--- config.mk ---
export PLATFORM = sky130hd
export DESIGN_NAME = code_sender
export DESIGN_NICKNAME = d
export VERILOG_FILES = /design/src/rtl/code_sender_pkg.sv /design/src/rtl/code_sender_hold_timer.sv /design/src/rtl/code_sender.sv
export SDC_FILE = /design/constraint.sdc
export NUM_CORES = 1
export LEC_CHECK = 0
export CAP_MARGIN = 15
export CORE_MARGIN = 2
export CORE_UTILIZATION = 61
export CTS_BUF_LIST = sky130_fd_sc_hd__clkbuf_8
export DETAILED_ROUTE_END_ITERATION = 12
export GPL_TIMING_DRIVEN = 0
export PLACE_DENSITY = 0.85
export SYNTH_ARGS = -nofsm -noshare
export SYNTH_HDL_FRONTEND = slang
export SYNTH_SLANG_ARGS = --single-unit
--- constraint.sdc ---
create_clock -name clk -period 3 [get_ports clk]
set_clock_uncertainty 0.15 [all_clocks]
set_input_delay 0.45 -clock clk [delete_from_list [all_inputs] [get_ports clk]]
set_output_delay 0.45 -clock clk [all_outputs]
set_load 0.01 [all_outputs]
--- src/rtl/code_sender_pkg.sv ---
// Shared symbol encodings, the code table and FSM state type for code_sender.
package code_sender_pkg;

  // {left, right} drive patterns
  localparam logic [1:0] SYM_IDLE  = 2'b00;
  localparam logic [1:0] SYM_LEFT  = 2'b10;
  localparam logic [1:0] SYM_RIGHT = 2'b01;

  // Code table, symbol 0 in the least-significant pair
  localparam logic [15:0] CODE_TABLE = {SYM_IDLE, SYM_LEFT, SYM_IDLE, SYM_RIGHT,
                                        SYM_IDLE, SYM_LEFT, SYM_IDLE, SYM_LEFT};

  // Symbol index that carries the deliberate fault when err_inject is latched
  localparam logic [2:0] ERR_SYM_IDX = 3'd4;

  typedef enum logic [1:0] {
    StIdle,
    StPlay,
    StDone
  } state_e;

  // Drive pattern for a symbol index, with the optional injected fault
  function automatic logic [1:0] code_sym(input logic [2:0] idx, input logic err);
    logic [1:0] sym;
    sym = CODE_TABLE[{idx, 1'b0} +: 2];
    if (err && (idx == ERR_SYM_IDX)) begin
      sym = SYM_LEFT;
    end
    return sym;
  endfunction

endpackage

--- src/rtl/code_sender_hold_timer.sv ---
// Per-symbol hold counter: load a count, decrement to zero, flag the last cycle.
module hold_timer #(
  parameter int unsigned CNT_W = 8
) (
  input  logic             clk_i,
  input  logic             rst_i,
  input  logic             load_i,
  input  logic [CNT_W-1:0] load_val_i,
  output logic             expire_o
);

  logic [CNT_W-1:0] cnt_q, cnt_d;

  // Next count: load has priority, otherwise count down and stick at zero
  always_comb begin
    cnt_d = cnt_q;
    if (load_i) begin
      cnt_d = load_val_i;
    end else if (cnt_q != '0) begin
      cnt_d = cnt_q - 1'b1;
    end
  end

  // Counter register with synchronous reset
  always_ff @(posedge clk_i) begin
    if (rst_i) begin
      cnt_q <= '0;
    end else begin
      cnt_q <= cnt_d;
    end
  end

  // High during the final cycle of the loaded hold period
  assign expire_o = (cnt_q == CNT_W'(1));

endmodule

--- src/rtl/code_sender.sv ---
// Plays an 8-symbol left/right button code, optionally repeated, with abort.
module code_sender
  import code_sender_pkg::*;
#(
  parameter int unsigned HOLD_CYCLES = 8,
  parameter int unsigned CNT_W       = 8
) (
  input  logic       clk,
  input  logic       rst,
  input  logic       start,
  input  logic [1:0] reps,
  input  logic       err_inject,
  input  logic       abort,
  output logic       left,
  output logic       right,
  output logic       busy,
  output logic       done,
  output logic [2:0] sym_idx
);

  localparam logic [CNT_W-1:0] HoldVal = CNT_W'(HOLD_CYCLES);

  state_e     state_q, state_d;
  logic [2:0] sym_idx_q, sym_idx_d;
  logic [1:0] reps_q, reps_d;
  logic       err_q, err_d;
  logic       left_q, left_d;
  logic       right_q, right_d;
  logic       busy_q, busy_d;
  logic       done_q, done_d;

  logic             tmr_load;
  logic [CNT_W-1:0] tmr_val;
  logic             tmr_expire;

  hold_timer #(
    .CNT_W(CNT_W)
  ) u_hold_timer (
    .clk_i     (clk),
    .rst_i     (rst),
    .load_i    (tmr_load),
    .load_val_i(tmr_val),
    .expire_o  (tmr_expire)
  );

  // Next state, symbol sequencing and registered-output values
  always_comb begin
    state_d   = state_q;
    sym_idx_d = sym_idx_q;
    reps_d    = reps_q;
    err_d     = err_q;
    tmr_load  = 1'b0;
    tmr_val   = HoldVal;

    unique case (state_q)
      StIdle: begin
        // abort outranks a simultaneous start
        if (start && !abort) begin
          state_d   = StPlay;
          sym_idx_d = 3'd0;
          reps_d    = reps;
          err_d     = err_inject;
          tmr_load  = 1'b1;
        end
      end
      StPlay: begin
        if (abort) begin
          state_d   = StIdle;
          sym_idx_d = 3'd0;
          tmr_load  = 1'b1;
          tmr_val   = '0;
        end else if (tmr_expire) begin
          if (sym_idx_q != 3'd7) begin
            sym_idx_d = sym_idx_q + 3'd1;
            tmr_load  = 1'b1;
          end else if (reps_q != 2'd0) begin
            sym_idx_d = 3'd0;
            reps_d    = reps_q - 2'd1;
            tmr_load  = 1'b1;
          end else begin
            state_d   = StDone;
            sym_idx_d = 3'd0;
          end
        end
      end
      StDone: begin
        state_d = StIdle;
      end
      default: begin
        state_d   = StIdle;
        sym_idx_d = 3'd0;
      end
    endcase

    // Outputs are decoded from the next state so they appear registered
    busy_d            = (state_d == StPlay);
    done_d            = (state_d == StDone);
    {left_d, right_d} = busy_d ? code_sym(sym_idx_d, err_d) : SYM_IDLE;
  end

  // State and output registers; reset outranks abort and start
  always_ff @(posedge clk) begin
    if (rst) begin
      state_q   <= StIdle;
      sym_idx_q <= 3'd0;
      reps_q    <= 2'd0;
      err_q     <= 1'b0;
      left_q    <= 1'b0;
      right_q   <= 1'b0;
      busy_q    <= 1'b0;
      done_q    <= 1'b0;
    end else begin
      state_q   <= state_d;
      sym_idx_q <= sym_idx_d;
      reps_q    <= reps_d;
      err_q     <= err_d;
      left_q    <= left_d;
      right_q   <= right_d;
      busy_q    <= busy_d;
      done_q    <= done_d;
    end
  end

  assign left    = left_q;
  assign right   = right_q;
  assign busy    = busy_q;
  assign done    = done_q;
  assign sym_idx = sym_idx_q;

endmodule

==> results of run 1 <==
[worst max-delay path, cell delays in order (launching register included)]
cell,delay [ns]
dfxtp_1,0.44
inv_1,0.11
ha_1,0.22
nor3b_1,0.18
and2_2,0.24
a311o_1,0.40
nor4b_2,0.30
[through the flow]
stage	total power, mW	instance area, µm²	hold slack [ns]	instances
final	1.08	1380	0.294	165
after global routing	1.16	1380	0.306	165
after CTS	1.08	1380	0.295	165
after detailed placement	0.876	1330	0.317	161
after global placement	0.856	1330	0.306	161
after floorplan	0.778	1180	0.294	125
[sequential cells by signal, summed over array words and instances (netlist names)]
signal and cells:
reps_q 2, right 1, u_hold_timer.cnt_q 8, left 1
state_q 2, err_q 1, done 1, busy 1
sym_idx 3
[kinds of logic after synthesis]
group	synth area share (%)
adder cells (fa/ha/maj)	6.34
multiplexers	3.49
XOR/XNOR	1.48
AND/OR/NAND/NOR	29.6
buffers and inverters	5.18
flip-flops	33.8
AO/OA/AOI/OAI	20.1
[routing by layer]
metal	global-route usage (%)	vias up	part of all wire [%]
met5	0	-	0
met3	2.64	8	2.9
met1	32.4	480	46
met4	14.1	0	3.5
li1	-	500	-
met2	41.6	27	48
[worst max-delay path by stage]
stage,slack (ns),endpoint
after floorplan,1.15,right
after global placement,0.68,left
after detailed placement,0.66,right
after CTS,0.87,right
after global routing,0.76,right
final,0.86,right
[report_power, final]
part,switching [mW],internal (mW),total (mW)
logic,0.246,0.235,0.481
registers,0.0767,0.317,0.394
clock network,0.0895,0.117,0.206
[cell usage in the layout, fill, tap and decap left out, drive strengths merged, types with 2 or more instances in the layout]
cell type | netlist | final
o211ai | 2 | 2
nor3b | 2 | 2
clkdlybuf4s50 | 0 | 11
a221oi | 2 | 2
a311oi | 3 | 3
o21ai | 3 | 3
nand3 | 3 | 3
inv | 9 | 9
ha | 6 | 6
or4 | 2 | 2
nand2b | 2 | 2
and4b | 2 | 2
a32o | 2 | 2
a21oi | 7 | 7
buf | 4 | 4
or2 | 2 | 2
dfxtp | 20 | 20
nor4 | 3 | 3
mux2i | 3 | 3
a211oi | 4 | 4
and2 | 5 | 5
nand2 | 5 | 5
nand3b | 3 | 3
clkbuf | 0 | 4
nor4b | 2 | 2
nor2 | 11 | 11
o21a | 2 | 2
[final cells by class]
class	instances	area share [%]
multi-input combinational	92	52.3
sequential	20	29.0
timing repair buffer	11	7.98
clock buffer	4	3.99
inverter	9	2.45
tap	25	2.27
buffer	4	1.99
==> results.py, run 1 <==
metrics = {
    "worst_setup_path": {
        "critPathKind": "reg -> reg",
        "crit_path_start_kind": "flop",
        "reg2regPathDepth": 6,
        "rrSetupSlack_ns": 0.86,
        "crit_fanout": 5,
        "r2r_end": "right",
        "r2r_start": "u_hold_timer.cnt_q[1]",
        "crit_required_ns": 3.02,
        "arrival_ns": 2.17,
        "crit_start": "u_hold_timer.cnt_q[1]",
        "end_kind": "flop",
    },
    "floorplan": {
        "rows": 15,
        "coreArea_um2": 1780,
        "io_pins": 14,
        "die_width_um": 48.1,
        "die_area_um2": 2310,
        "die-height_um": 48.1,
        "initial_core_util_pct": 66.4,
    },
    "global_route": {
        "grt_max_degree": 12,
        "grt_pass1_wl_mm": 4.06,
        "first_global_vias": 947,
        "overflow": 0,
        "antenna_found_initial": 0,
        "grt_usage_pct": 25.4,
    },
    "logic_synthesis": {
        "ys_ff_latch": 20,
        "synth_ff_type": "dfxtp_1",
        "synth_top_area_share_pct": 33.8,
        "ys_top_cells_by_count": "20 x dfxtp_1, 10 x nor2_1, 9 x inv_1",
        "yosysMostFrequentCell": "dfxtp_1",
        "yosys.area.top_type": "dfxtp_1",
        "synth_top_cells_by_area": "dfxtp_1 34%, ha_1 6.3%, nor2_1 3.2%",
        "syn_area_um2": 1180,
        "synth_cells": 125,
        "synthArstFlopShare_pct": 0,
        "synth.avg_cell_area_um2": 9.47,
        "synth_cell_types": 52,
        "ys_seq_area_share_pct": 33.8,
        "syn-num-nets": 138,
        "synth-warning-count": 0,
        "synth_edf_count": 0,
    },
    "cells_and_area": {
        "fillCellCount": 132,
        "multiInputGateArea_um2": 722,
        "drive_gt1_share_pct": 15.0,
        "regArea_um2": 400,
        "final_nets": 154,
        "area_growth_pct": 16.6,
        "utilization_pct": 77.4,
        "antenna_cells": 0,
    },
    "timing": {
        "period_share_pct": 71.5,
        "worst_pin_slew_ns": 0.468,
        "setup_ws_ns": 0.856,
        "slew_violations": 0,
        "slew_headroom_pct": 68.7,
        "grt_setup_unrepaired": "no",
        "fin_tns_setup_ns": 0,
        "finalHoldViolCount": 0,
        "period_minus_slack_ns": 2.14,
        "fmax_mhz": 466,
        "finalSetupViolations": 0,
    },
    "worst_hold_path": {
        "hp-class": "in -> reg",
        "min_path_cells": 2,
        "worstHoldEndpoint": "u_hold_timer.cnt_q[3]",
        "hold_start": "abort",
    },
    "power_and_ir_drop": {
        "ir_drop_mv": 0.770,
        "leakagePower_nw": 0.536,
        "power.density_nw_per_um2": 783,
    },
    "routing": {
        "drt-total-wl_mm": 2.41,
        "avgRoutedWirePerCell_um": 14.6,
        "num_vias": 1015,
        "dr.pass1.iters": 4,
        "drc": 0,
        "drt-vias-per-instance": 6.15,
        "drtAntennaViolNets": 0,
        "initialDrtViolationCount": 28,
    },
    "clocking": {
        "cts_sinks": 20,
        "h-tree-depth": 1,
        "cts_tree": "built",
        "clock_path_buffers": 2,
        "cts_buffers": 3,
        "clock_latency_ns": 0.26,
        "hold_buffers": 0,
        "cts_resized": 0,
        "cts_setup_buffers": 0,
        "root_buffer": "clkbuf_8",
        "clkTransAtPathRegs_ns": 0.07,
    },
    "place": {
        "port_buffers": 11,
        "place_hpwl_mm": 1.88,
        "gp_congestion": 0.885,
        "post-place-ws_ns": 0.664,
    },
    "flow_run": {
        "drv_cap": 0,
    },
    "run_status": {
        "status": "finished, final reports clean",
    },
}
Power figures use the tool's default switching activity.
==> inputs of run 2 (changes only) <==
--- a/config.mk
+++ b/config.mk
@@ -7,11 +7,11 @@
 export LEC_CHECK = 0
 export CAP_MARGIN = 15
 export CORE_MARGIN = 2
-export CORE_UTILIZATION = 61
+export CORE_UTILIZATION = 51
 export CTS_BUF_LIST = sky130_fd_sc_hd__clkbuf_8
 export DETAILED_ROUTE_END_ITERATION = 12
 export GPL_TIMING_DRIVEN = 0
-export PLACE_DENSITY = 0.85
+export PLACE_DENSITY = 0.76
 export SYNTH_ARGS = -nofsm -noshare
 export SYNTH_HDL_FRONTEND = slang
 export SYNTH_SLANG_ARGS = --single-unit
==> constraint.sdc (replaced) <==
create_clock -name clk -period 1.75 [get_ports clk]
set_clock_uncertainty 0.15 [all_clocks]
set_input_delay 0.2625 -clock clk [delete_from_list [all_inputs] [get_ports clk]]
set_output_delay 0.2625 -clock clk [all_outputs]
set_load 0.01 [all_outputs]
==> run 2 against run 1 <==
  * The run now ends with setup timing left
  * Via count increased by 4.3%
  * Fmax is 19% higher
  * Routed wire length increased by 17%
  * Largest cell class unchanged
==> results.py, run 2 (synthesis results as in run 1) <==
metrics = {
    "power_and_ir_drop": {
        "power.density_nw_per_um2": 1420,
        "leakagePower_nw": 0.591,
        "ir_drop_mv": 1.14,
    },
    "floorplan": {
        "initial_core_util_pct": 53.5,
        "coreArea_um2": 2210,
        "rows": 17,
        "io_pins": 14,
        "die_width_um": 52.2,
        "die_area_um2": 2720,
        "die-height_um": 52.2,
    },
    "place": {
        "gp_congestion": 0.738,
        "place_hpwl_mm": 1.70,
        "placed_area_um2": 1330,
        "dp_cells": 164,
        "port_buffers": 11,
        "post-place-ws_ns": -0.360,
    },
    "cells_and_area": {
        "area_growth_pct": 34.2,
        "final_nets": 162,
        "final_common_cell": "dfxtp_1",
        "largest_reg_flops": 8,
        "drive_gt1_share_pct": 40.5,
        "top_register": "u_hold_timer.cnt_q",
        "final_cell_mix": "11 x dfxtp_1, 10 x clkdlybuf4s50_1, 9 x buf_4, 7 x nor2_1, 7 x dfxtp_2",
        "layoutNonFillerInstCount": 176,
        "fin_area_um2": 1590,
        "antenna_cells": 0,
    },
    "routing": {
        "avgRoutedWirePerCell_um": 16.1,
        "drt-total-wl_mm": 2.83,
        "num_vias": 1059,
        "drc": 0,
        "drt-vias-per-instance": 6.02,
        "dr.pass1.iters": 4,
        "initialDrtViolationCount": 10,
        "drtAntennaViolNets": 0,
    },
    "worst_setup_path": {
        "slowest_delay_ns": 0.41,
        "critPathKind": "reg -> reg",
        "cp_num_buf_inv": 1,
        "r2r_start": "u_hold_timer.cnt_q[0]",
        "reg2regPathDepth": 6,
        "crit_required_ns": 1.73,
        "rrSetupSlack_ns": -0.05,
        "crit_fanout": 5,
        "crit_chain": "inv_4, ha_2, or3b_4, or2_4, a21oi_2, a221oi_2",
        "end_kind": "flop",
        "cp_top_family": "simple AND/OR/NAND/NOR gates",
        "crit_path_start_kind": "flop",
        "cpMaxStageDelayCell": "or3b_4",
        "r2r_end": "u_hold_timer.cnt_q[3]",
        "arrival_ns": 1.79,
    },
    "worst_hold_path": {
        "hold_start": "abort",
        "min_path_cells": 2,
        "worstHoldEndpoint": "u_hold_timer.cnt_q[3]",
        "hp-class": "in -> reg",
    },
    "timing": {
        "finalSetupViolations": 1,
        "period_share_pct": 103,
        "hold_ws_ns": 0.0965,
        "period_minus_slack_ns": 1.80,
        "slew_violations": 0,
        "fmax_mhz": 555,
        "finalHoldViolCount": 0,
        "grt_setup_unrepaired": "yes",
        "fin_tns_setup_ns": -0.0524,
        "setup_ws_ns": -0.0524,
        "worst_pin_slew_ns": 0.483,
        "slew_headroom_pct": 67.8,
    },
    "global_route": {
        "grt_max_degree": 12,
        "overflow": 0,
        "grt_usage_pct": 23.8,
        "first_global_vias": 1060,
        "grt_pass1_wl_mm": 4.71,
        "antenna_found_initial": 0,
    },
    "run_status": {
        "violations": "setup timing",
        "status": "complete, but fails checks",
    },
    "clocking": {
        "cts_tree": "built",
        "clkTransAtPathRegs_ns": 0.07,
        "clock_latency_ns": 0.27,
        "root_buffer": "clkbuf_8",
        "hold_buffers": 0,
        "h-tree-depth": 1,
        "clock_path_buffers": 2,
        "cts_sinks": 20,
        "cts_buffers": 3,
    },
    "flow_run": {
        "drv_cap": 0,
    },
}
run 2: cell count changes in the layout (fill, tap and decap cells not counted), sizes merged:
cell / before / now
buf: 4 / 12
clkdlybuf4s50: 11 / 10
dlygate4sd2: 0 / 1
run 2: timing repair:
| item | 4_1_cts | 5_1_grt |
|---|---|---|
| resized for setup | 23 | 20 |
| pin swaps | 8 | 3 |
| setup buffers | 7 | 1 |
| endpoints found under the setup margin | 18 | 14 |
run 2: report_power, final:
group | internal, mW | switching, mW
Clock | 0.201 | 0.163
Sequential | 0.564 | 0.157
Combinational | 0.609 | 0.565
Total | 1.37 | 0.884
run 2: cell type report:
cell class / count / area [µm²]
plain buffers: 4 / 27.5
clock buffers: 4 / 55.1
fillers: 177 / 623
inverters: 9 / 38.8
multi-input cells: 92 / 847
flip-flops and latches: 20 / 417
well taps: 28 / 35.0
repair buffers: 19 / 169
run 2: worst register-to-register path: cells and delay by family (launching register included):
family	cells	cell delay, ns
simple gates	2	0.68
flops	1	0.38
compound gates	2	0.22
fa+ha+maj	1	0.17
buf+inv	1	0.07
run 2: how the worst max path moves through the flow:
stage | startpoint | end | slack, ns | depth (start not counted)
final | u_hold_timer.cnt_q[0] | u_hold_timer.cnt_q[3] | -0.05 | 6
after global routing | u_hold_timer.cnt_q[0] | u_hold_timer.cnt_q[3] | -0.11 | 6
after CTS | u_hold_timer.cnt_q[2] | u_hold_timer.cnt_q[3] | 0.006 | 4
after detailed placement | start | left | -0.36 | 5
after global placement | start | left | -0.38 | 5
after floorplan | sym_idx[0] | right | -0.03 | 5
run 2: layer usage:
layer	GRT usage [%]	share of wire, %	vias up
li1	-	-	513
met1	25.8	42	529
met2	44.9	54	12
met3	6.00	2.5	5
met4	7.26	1.1	0
met5	0	0	-
run 2: metrics by stage:
stage / power [mW] / utilization [%]
finish: 2.26 / 71.8
CTS: 2.10 / 69.1
floorplan: 1.35 / -
global placement: 1.49 / 60.2
detailed placement: 1.51 / 60.2
global route: 2.38 / 71.8
==> inputs of run 3 (changes only) <==
--- a/config.mk
+++ b/config.mk
@@ -11,7 +11,7 @@
 export CTS_BUF_LIST = sky130_fd_sc_hd__clkbuf_8
 export DETAILED_ROUTE_END_ITERATION = 12
 export GPL_TIMING_DRIVEN = 0
-export PLACE_DENSITY = 0.76
+export PLACE_DENSITY = 0.77
 export SYNTH_ARGS = -nofsm -noshare
 export SYNTH_HDL_FRONTEND = slang
 export SYNTH_SLANG_ARGS = --single-unit
==> run 3 against run 2 <==
  * The run still ends with setup timing left
  * Register-to-register slack gained 0.02 ns
  * Cell count is 1.7% higher
  * Cell area rose by 1.8%
  * First-iteration DRC count increased by 70%
  * Sequential power decreased by 2%
  * Clock power rose by 30%
  * Worst setup slack better by 0.024 ns
  * Utilization increased by 1.3 points
  * Worst hold slack better by 0.036 ns
  * Largest power group unchanged
==> results.py, run 3 (synthesis results as in run 1) <==
metrics = {
    "worst_setup_path": {
        "end_kind": "flop",
        "cpMaxStageDelayCell": "or3b_4",
        "crit_required_ns": 1.73,
        "crit_fanout": 4,
        "crit_path_start_kind": "flop",
        "rrSetupSlack_ns": -0.03,
        "critPathKind": "reg -> reg",
        "crit_chain": "inv_4, ha_2, or3b_4, or2_4, a21oi_2, a221oi_1",
        "slowest_delay_ns": 0.41,
        "r2r_end": "u_hold_timer.cnt_q[3]",
        "reg2regPathDepth": 6,
        "r2r_start": "u_hold_timer.cnt_q[1]",
        "arrival_ns": 1.75,
    },
    "floorplan": {
        "die_area_um2": 2720,
        "coreArea_um2": 2210,
        "rows": 17,
        "io_pins": 14,
        "die-height_um": 52.2,
        "die_width_um": 52.2,
        "initial_core_util_pct": 53.5,
    },
    "timing": {
        "worst_pin_slew_ns": 0.494,
        "slew_violations": 0,
        "grt_setup_unrepaired": "yes",
        "setup_ws_ns": -0.0286,
        "period_minus_slack_ns": 1.78,
        "slew_headroom_pct": 67.1,
        "fin_tns_setup_ns": -0.0357,
        "fmax_mhz": 562,
        "finalSetupViolations": 3,
        "finalHoldViolCount": 0,
        "period_share_pct": 102,
        "hold_ws_ns": 0.133,
    },
    "clocking": {
        "clock_path_buffers": 2,
        "clkTransAtPathRegs_ns": 0.08,
        "clock_latency_ns": 0.26,
        "cts_sinks": 20,
        "cts_buffers": 3,
        "h-tree-depth": 1,
        "hold_buffers": 0,
        "root_buffer": "clkbuf_8",
        "cts_tree": "built",
    },
    "power_and_ir_drop": {
        "leakagePower_nw": 0.612,
        "power.density_nw_per_um2": 1460,
        "ir_drop_mv": 1.00,
    },
    "cells_and_area": {
        "top_register": "u_hold_timer.cnt_q",
        "fin_area_um2": 1620,
        "final_cell_mix": "14 x dfxtp_1, 12 x buf_4, 10 x clkdlybuf4s50_1, 6 x nor2_2, 6 x a21oi_1",
        "final_common_cell": "dfxtp_1",
        "drive_gt1_share_pct": 41.1,
        "final_nets": 165,
        "largest_reg_flops": 8,
        "antenna_cells": 0,
        "area_growth_pct": 36.7,
    },
    "global_route": {
        "grt_pass1_wl_mm": 4.69,
        "grt_usage_pct": 23.0,
        "grt_max_degree": 13,
        "overflow": 0,
        "antenna_found_initial": 0,
        "first_global_vias": 1064,
    },
    "routing": {
        "drtAntennaViolNets": 0,
        "drt-vias-per-instance": 6.11,
        "dr.pass1.iters": 4,
        "initialDrtViolationCount": 17,
        "num_vias": 1093,
        "avgRoutedWirePerCell_um": 16.1,
        "drc": 0,
        "drt-total-wl_mm": 2.88,
    },
    "worst_hold_path": {
        "hp-class": "in -> reg",
        "hold_start": "abort",
        "min_path_cells": 2,
        "worstHoldEndpoint": "u_hold_timer.cnt_q[3]",
    },
    "place": {
        "gp_congestion": 0.763,
        "placed_area_um2": 1330,
        "port_buffers": 11,
        "place_hpwl_mm": 1.85,
    },
    "run_status": {
        "status": "complete, but fails checks",
        "violations": "setup timing",
    },
    "flow_run": {
        "drv_cap": 0,
    },
}
-- run 3: changes by cell type in the layout (fill, tap and decap cells not counted), moves of 2 or more --
| cell | delta |
|---|---|
| nor2_2 | +3 |
| buf_4 | +3 |
| dfxtp_2 | -3 |
| nor2_1 | -2 |
| dfxtp_1 | +3 |
-- run 3: what timing repair did --
| action | CTS | global route |
|---|---|---|
| endpoints found under the setup margin | 19 | 13 |
| resized for setup | 29 | 12 |
| buffers inserted | 9 | 2 |
| pin swaps | 10 | 8 |
-- run 3: cell type report --
class	instances	area, µm²
fillers	171	594
repair buffers	22	191
flip-flops and latches	20	413
clock buffers	3	41.3
inverters	9	38.8
plain buffers	4	27.5
multi-input cells	92	841
clock inverters	1	30.0
well taps	28	35.0
-- run 3: layer usage --
layer  vias up  global-route usage [%]  wire length [µm]  part of all wire (%)
li1        523                       -                 -                     -
met1       533                    26.8              1220                    42
met2        29                    42.2              1500                    52
met3         8                    4.86               114                   4.0
met4         0                    6.84                48                   1.7
met5         -                       0                 0                     0
-- run 3: through the flow --
stage                     util, %  worst slack [ns]  cells  power [mW]
after floorplan                 -           -0.0270    125        1.35
after global placement       60.2            -0.363    164        1.49
after detailed placement     60.2            -0.406    164        1.53
after CTS                    70.7          -0.00501    177        2.26
after global routing         73.1           -0.0900    179        2.48
final                        73.1           -0.0286    179        2.36
-- run 3: where the power goes --
group | leakage, nW | internal (mW) | switching (mW)
Sequential | 0.166 | 0.556 | 0.152
Clock | 0.0357 | 0.306 | 0.167
Combinational | 0.410 | 0.624 | 0.554
-- run 3: how the worst max path moves through the flow --
| stage | start | endpoint | slack (ns) | cells past startpoint |
|---|---|---|---|---|
| global route | u_hold_timer.cnt_q[1] | left | -0.09 | 6 |
| detailed placement | start | right | -0.41 | 5 |
| finish | u_hold_timer.cnt_q[1] | u_hold_timer.cnt_q[3] | -0.03 | 6 |
| floorplan | sym_idx[0] | right | -0.03 | 5 |
| global placement | start | right | -0.36 | 5 |
| CTS | u_hold_timer.cnt_q[1] | u_hold_timer.cnt_q[5] | -0.005 | 4 |
-- run 3: critical path: cells and delay by family (launching register included) --
family	cells	cell delay (ns)
simple gates	2	0.68
flops	1	0.36
compound gates	2	0.20
fa+ha+maj	1	0.17
buf+inv	1	0.07
